**config.mk**
```make
export PLATFORM = sky130hd
export DESIGN_NAME = regfile_write_queue
export DESIGN_NICKNAME = d
export VERILOG_FILES = /design/src/rtl/regfile_wq_pkg.sv /design/src/rtl/regfile_wq_match.sv /design/src/rtl/regfile_write_queue.sv
export SDC_FILE = /design/constraint.sdc
export NUM_CORES = 1
export LEC_CHECK = 0
export ABC_CLOCK_PERIOD_IN_PS = 5900
export CAP_MARGIN = 10
export CORE_MARGIN = 1
export CORE_UTILIZATION = 39
export CTS_CLUSTER_DIAMETER = 100
export DETAILED_ROUTE_END_ITERATION = 16
export GPL_TIMING_DRIVEN = 0
export PLACE_DENSITY = 0.65
export SLEW_MARGIN = 40
export SYNTH_ARGS = -nofsm -noshare
export SYNTH_HDL_FRONTEND = slang
export SYNTH_SLANG_ARGS = --single-unit
```
**constraint.sdc**
```tcl
create_clock -name clk -period 5.9 [get_ports clk]
set_input_delay 1.18 -clock clk [delete_from_list [all_inputs] [get_ports clk]]
set_output_delay 1.18 -clock clk [all_outputs]
set_load 0.02 [all_outputs]
```
**src/rtl/regfile_wq_pkg.sv**
```systemverilog
// Shared types and constants for the regfile write queue.
package regfile_wq_pkg;

    localparam logic [4:0] REG_ZERO = 5'd0;

    typedef struct packed {
        logic [4:0]  waddr;
        logic [31:0] wdata;
    } wq_entry_t;

endpackage

```
**src/rtl/regfile_wq_match.sv**
```systemverilog
// Combinational pending-write lookup: returns the youngest stored entry matching look_raddr.
module regfile_wq_match
    import regfile_wq_pkg::*;
#(
    parameter int unsigned DEPTH = 4
) (
    input  wq_entry_t                  entries [DEPTH],
    input  logic [DEPTH-1:0]           valid,
    input  logic [$clog2(DEPTH)-1:0]   head,
    input  logic [4:0]                 look_raddr,
    output logic                       hit,
    output logic [31:0]                data
);

    localparam int unsigned PTR_W = $clog2(DEPTH);

    logic [PTR_W-1:0] idx;

    // Walk oldest to youngest so a later match overrides an earlier one.
    always_comb begin
        hit  = 1'b0;
        data = 32'd0;
        idx  = head;
        for (int unsigned i = 0; i < DEPTH; i++) begin
            idx = head + PTR_W'(i);
            if (valid[idx] && (entries[idx].waddr == look_raddr) && (look_raddr != REG_ZERO)) begin
                hit  = 1'b1;
                data = entries[idx].wdata;
            end
        end
    end

endmodule

```
**src/rtl/regfile_write_queue.sv**
```systemverilog
// Circular buffer of pending regfile writes driving the single write port, with bypass lookup.
module regfile_write_queue
    import regfile_wq_pkg::*;
#(
    parameter int unsigned DEPTH = 4
) (
    input  logic                       clk,
    input  logic                       rst_n,
    input  logic                       enq_val,
    output logic                       enq_rdy,
    input  logic [4:0]                 enq_waddr,
    input  logic [31:0]                enq_wdata,
    input  logic                       drain_en,
    output logic                       wen,
    output logic [4:0]                 waddr,
    output logic [31:0]                wdata,
    input  logic [4:0]                 look_raddr,
    output logic                       look_hit,
    output logic [31:0]                look_data,
    output logic [$clog2(DEPTH):0]     count
);

    localparam int unsigned PTR_W = $clog2(DEPTH);
    localparam int unsigned CNT_W = PTR_W + 1;
    localparam logic [CNT_W-1:0] FULL = CNT_W'(DEPTH);

    logic [PTR_W-1:0] head_q, head_d;
    logic [PTR_W-1:0] tail_q, tail_d;
    logic [CNT_W-1:0] count_q, count_d;
    wq_entry_t        mem_q [DEPTH];
    logic [DEPTH-1:0] valid;
    logic [PTR_W-1:0] offset;
    logic             do_enq, do_store, do_deq;

    // Handshake and issue; enq_rdy depends only on stored state, so no pass-through when full.
    always_comb begin
        enq_rdy  = (count_q != FULL);
        do_enq   = enq_val && enq_rdy;
        do_store = do_enq && (enq_waddr != REG_ZERO);
        do_deq   = drain_en && (count_q != '0);
        wen      = do_deq;
        waddr    = 5'd0;
        wdata    = 32'd0;
        if (count_q != '0) begin
            waddr = mem_q[head_q].waddr;
            wdata = mem_q[head_q].wdata;
        end
    end

    always_comb begin
        head_d  = do_deq   ? head_q + PTR_W'(1) : head_q;
        tail_d  = do_store ? tail_q + PTR_W'(1) : tail_q;
        count_d = count_q;
        unique case ({do_store, do_deq})
            2'b10:   count_d = count_q + CNT_W'(1);
            2'b01:   count_d = count_q - CNT_W'(1);
            default: count_d = count_q;
        endcase
    end

    // An entry is live when its distance from head is below the occupancy.
    always_comb begin
        valid  = '0;
        offset = '0;
        for (int unsigned j = 0; j < DEPTH; j++) begin
            offset   = PTR_W'(j) - head_q;
            valid[j] = ({1'b0, offset} < count_q);
        end
    end

    always_ff @(posedge clk or negedge rst_n) begin
        if (!rst_n) begin
            head_q  <= '0;
            tail_q  <= '0;
            count_q <= '0;
        end else begin
            head_q  <= head_d;
            tail_q  <= tail_d;
            count_q <= count_d;
        end
    end

    always_ff @(posedge clk) begin
        if (do_store) begin
            mem_q[tail_q] <= '{waddr: enq_waddr, wdata: enq_wdata};
        end
    end

    regfile_wq_match #(
        .DEPTH(DEPTH)
    ) u_match (
        .entries    (mem_q),
        .valid      (valid),
        .head       (head_q),
        .look_raddr (look_raddr),
        .hit        (look_hit),
        .data       (look_data)
    );

    assign count = count_q;

endmodule

```
==> results.py <==
metrics = {
    "min_path": {
        "hold_start": "count[1]",
        "min_path_type": "reg2reg",
    },
    "timing": {
        "period_minus_slack_ns": 5.672,
        "slew-limit-headroom_pct": 43.61,
        "setup_slack_ns": 0.2276,
        "fin_tns_setup_ns": 0,
        "fin_skew_ns": 0.008514,
        "slew_violations": 0,
        "setup_viol": 0,
        "period_share_pct": 96.14,
        "hold_viol_final": 0,
        "fmax_mhz": 176.3,
        "rsz0062_at_grt": "no",
        "max_slew.worst_pin.slew_ns": 0.8459,
    },
    "logic_synthesis": {
        "yosysUniqueCellTypes": 43,
        "netlist_area_mm2": 0.009951,
        "netlist_top_cells_count": "mux2i_1, edfxtp_1, nor2_1",
        "avgSynthCellArea_um2": 11.41,
        "synthTopCellsByArea": "edfxtp_1, mux2i_1, a221oi_2, mux2_2, nor2_1",
        "synth_nets": 928,
        "synthArstFlopShare_pct": 4.516,
        "yosysTopAreaCell": "edfxtp_1",
        "synth_cells": 872,
        "ys_seq_elements": 155,
        "ys_seq_area_share_pct": 46.42,
        "synth.most_common_cell": "mux2i_1",
        "synth_warnings": 0,
        "dominantRegCellSynth": "edfxtp_1",
        "synth-edff-count": 148,
        "synth_top_area_share_pct": 44.66,
    },
    "cells_and_area": {
        "fillCellCount": 2336,
        "multi_input_area_mm2": 0.005055,
        "syn_to_final_growth_pct": 23.73,
        "seqCellArea_mm2": 0.004621,
        "final_area_mm2": 0.01231,
        "stdcell_count": 1350,
        "fin_nets": 1065,
        "drive_above_1_share_pct": 19.80,
        "antenna_cells": 0,
    },
    "clocking": {
        "clk_pin_slew_ns": 0.06,
        "clock_latency_ns": 0.42,
        "cts_root_buf": "clkbuf_16",
        "cts_buffer_depth": 2,
        "cts_made_buffers": 17,
        "cts_max_level": 4,
        "tritoncts": "built",
        "clkSinkCount": 155,
    },
    "worst_setup_path": {
        "critical_path_class": "reg2out",
        "slowest_stage": "dfrtp_2",
        "cp_max_fo": 19,
        "cp_data_required_time_ns": 4.72,
        "crit_path_cell_trace": "buf_8, buf_8, buf_8, buf_12, buf_8, xnor2_1, inv_1, ha_1, nor3_2, a21oi_1, a21oi_1, nor2_1, or4_1, buf_2, and2_4, buf_6, buf_6, a221oi_2, buf_4",
        "critPathArrivalTime_ns": 4.49,
        "r2r-start": "count[0]",
        "path_common_cell": "buf_8",
        "start_kind": "register",
        "slowest_delay_ns": 0.43,
        "endpoint_kind": "output port",
        "cp-startpoint": "head_q[1]",
    },
    "global_route": {
        "overflow": 0,
        "grt_max_degree": 28,
        "track_usage_pct": 21.87,
        "grt_pass1_wl_um": 43100,
        "antenna_found_initial": 0,
        "grt_pass1_vias": 7595,
    },
    "floorplanning": {
        "die_height_um": 161.7,
        "rows": 58,
        "die_area_mm2": 0.02616,
        "coreArea_mm2": 0.02511,
        "start_util_pct": 39.63,
        "io_pins": 121,
        "fp.dieW_um": 161.7,
    },
    "power": {
        "pwr-share-comb_pct": 62.9,
        "ir_worst_vdd_uv": 294.0,
        "seq_power_share_pct": 21.2,
        "leakagePower_nw": 4.596,
        "clockPowerShare_pct": 15.9,
        "p_switching_w": 0.003242,
        "internal-power_w": 0.004075,
        "powerDensity_mw_per_mm2": 594.3,
        "finalPower_w": 0.007317,
        "swShare_pct": 44.31,
    },
    "job": {
        "drv_cap": 0,
    },
    "run_status": {
        "status": "finished, final reports clean",
    },
    "drt": {
        "via_per_inst": 5.643,
        "vias": 7618,
        "drtAntennaViolNets": 0,
        "wl_met1_um": 12710,
        "first_pass_iters": 5,
        "drt_wl_total_um": 28520,
        "wl_met3_um": 1662,
        "avgRoutedWirePerCell_um": 21.12,
        "drc": 0,
        "highest_layer": "met4",
        "drtIter0Drc": 608,
        "met2_length_um": 13720,
    },
    "placement": {
        "gp_routability_congestion": 0.8543,
        "place_ws_ns": -1.007,
        "portBuffers": 115,
        "dp.cells": 1322,
        "postPlaceCellArea_mm2": 0.01161,
        "hpwlAfterDp_um": 19590,
    },
}
## metrics by stage
| stage | hold WS, ns | utilization, % |
|---|---|---|
| after CTS | 0.5533 | 48.63 |
| after floorplan | 0.5796 | - |
| after global routing | 0.5960 | 49.03 |
| final | 0.5400 | 49.03 |
| after detailed placement | 0.5366 | 46.24 |
| after global placement | 0.5263 | 45.86 |
## repair_timing
action | CTS | global route
endpoints found under the hold margin | 0 | 0
pin swaps | 0 | 2
endpoints found under the setup margin | 33 | 33
buffers inserted | 0 | 2
hold buffers | 0 | 0
resized for setup | 119 | 63
## layer usage
layer	global-route usage (%)	vias up
met3	3.779	34
met2	36.42	266
met5	0	-
met4	6.690	0
li1	-	3542
met1	29.04	3776
## critical path: cells and delay by family (launching register included)
| family | cells | cell delay (ns) |
|---|---|---|
| buffers and inverters | 10 | 1.71 |
| and+or+nand+nor | 4 | 0.83 |
| AOI/OAI and AO/OA | 3 | 0.57 |
| DFF | 1 | 0.43 |
| adders and majority gates | 1 | 0.34 |
| xor gates and xnor gates | 1 | 0.15 |
## worst paths after layout
kind	slack [ns]	depth (start not counted)	endpoint
max	0.23	19	look_data[21]
min	0.54	2	count[1]
max reg2reg	3.51	9	count[1]
min reg2reg	0.54	2	count[1]
max in group asynchronous	4.60	1	head_q[1]
min in group asynchronous	1.02	1	tail_q[0]
## state kept, by name (all words and copies together), names as in the netlist
| register | flops |
|---|---|
| mem_q | 148 |
| count | 3 |
| head_q | 2 |
| tail_q | 2 |
## power groups by stage
stage               logic [W]  registers (W)  clock network [W]
CTS                   0.00453        0.00155            0.00117
finish                0.00460        0.00155            0.00116
global placement      0.00447        0.00158                  0
detailed placement    0.00454        0.00157                  0
global route          0.00491        0.00157            0.00122
floorplan             0.00298        0.00156                  0
## cells by family after synthesis
kind of cell               count (synthesis)  share of synthesized area (%)
adders and majority gates                 10                          1.333
DFF                                      155                          46.42
AOI/OAI and AO/OA                        150                          11.44
xor gates and xnor gates                  29                          2.553
muxes                                    228                          23.53
and+or+nand+nor                          212                          10.07
buffers and inverters                     88                          4.652
## area by class of cell
cell class | count | area share, %
plain buffers | 72 | 3.587
clock buffers | 21 | 3.577
clock inverters | 9 | 1.392
inverters | 11 | 0.3354
multi-input cells | 629 | 41.06
flip-flops and latches | 155 | 37.53
well taps | 330 | 3.354
repair buffers | 123 | 9.167
## placed cells by master, fill, tap and decap left out, types with 3 or more instances in the layout
cell | netlist | layout
buf_4 | 4 | 17
nor2b_1 | 36 | 36
a31oi_1 | 33 | 20
edfxtp_1 | 148 | 148
nor2_1 | 77 | 77
xor2_1 | 8 | 8
a221oi_4 | 0 | 5
o21ai_0 | 36 | 36
clkbuf_16 | 0 | 17
buf_1 | 9 | 6
clkbuf_2 | 0 | 5
nand2_1 | 40 | 40
bufinv_16 | 0 | 5
a31oi_2 | 0 | 13
dfrtp_1 | 7 | 6
buf_2 | 22 | 38
nand3_1 | 5 | 5
clkbuf_1 | 30 | 29
buf_6 | 12 | 8
o211ai_1 | 4 | 4
inv_1 | 10 | 10
mux2_2 | 36 | 36
buf_8 | 0 | 4
nor3_2 | 1 | 4
ha_1 | 9 | 9
clkdlybuf4s50_1 | 0 | 82
mux2i_1 | 190 | 190
xnor2_1 | 21 | 21
clkbuf_4 | 0 | 3
buf_12 | 0 | 5
nor3_1 | 40 | 37
a221oi_2 | 30 | 27
a21oi_1 | 37 | 37
and2_4 | 1 | 5
Note: power is estimated with default switching activity, not from simulation.
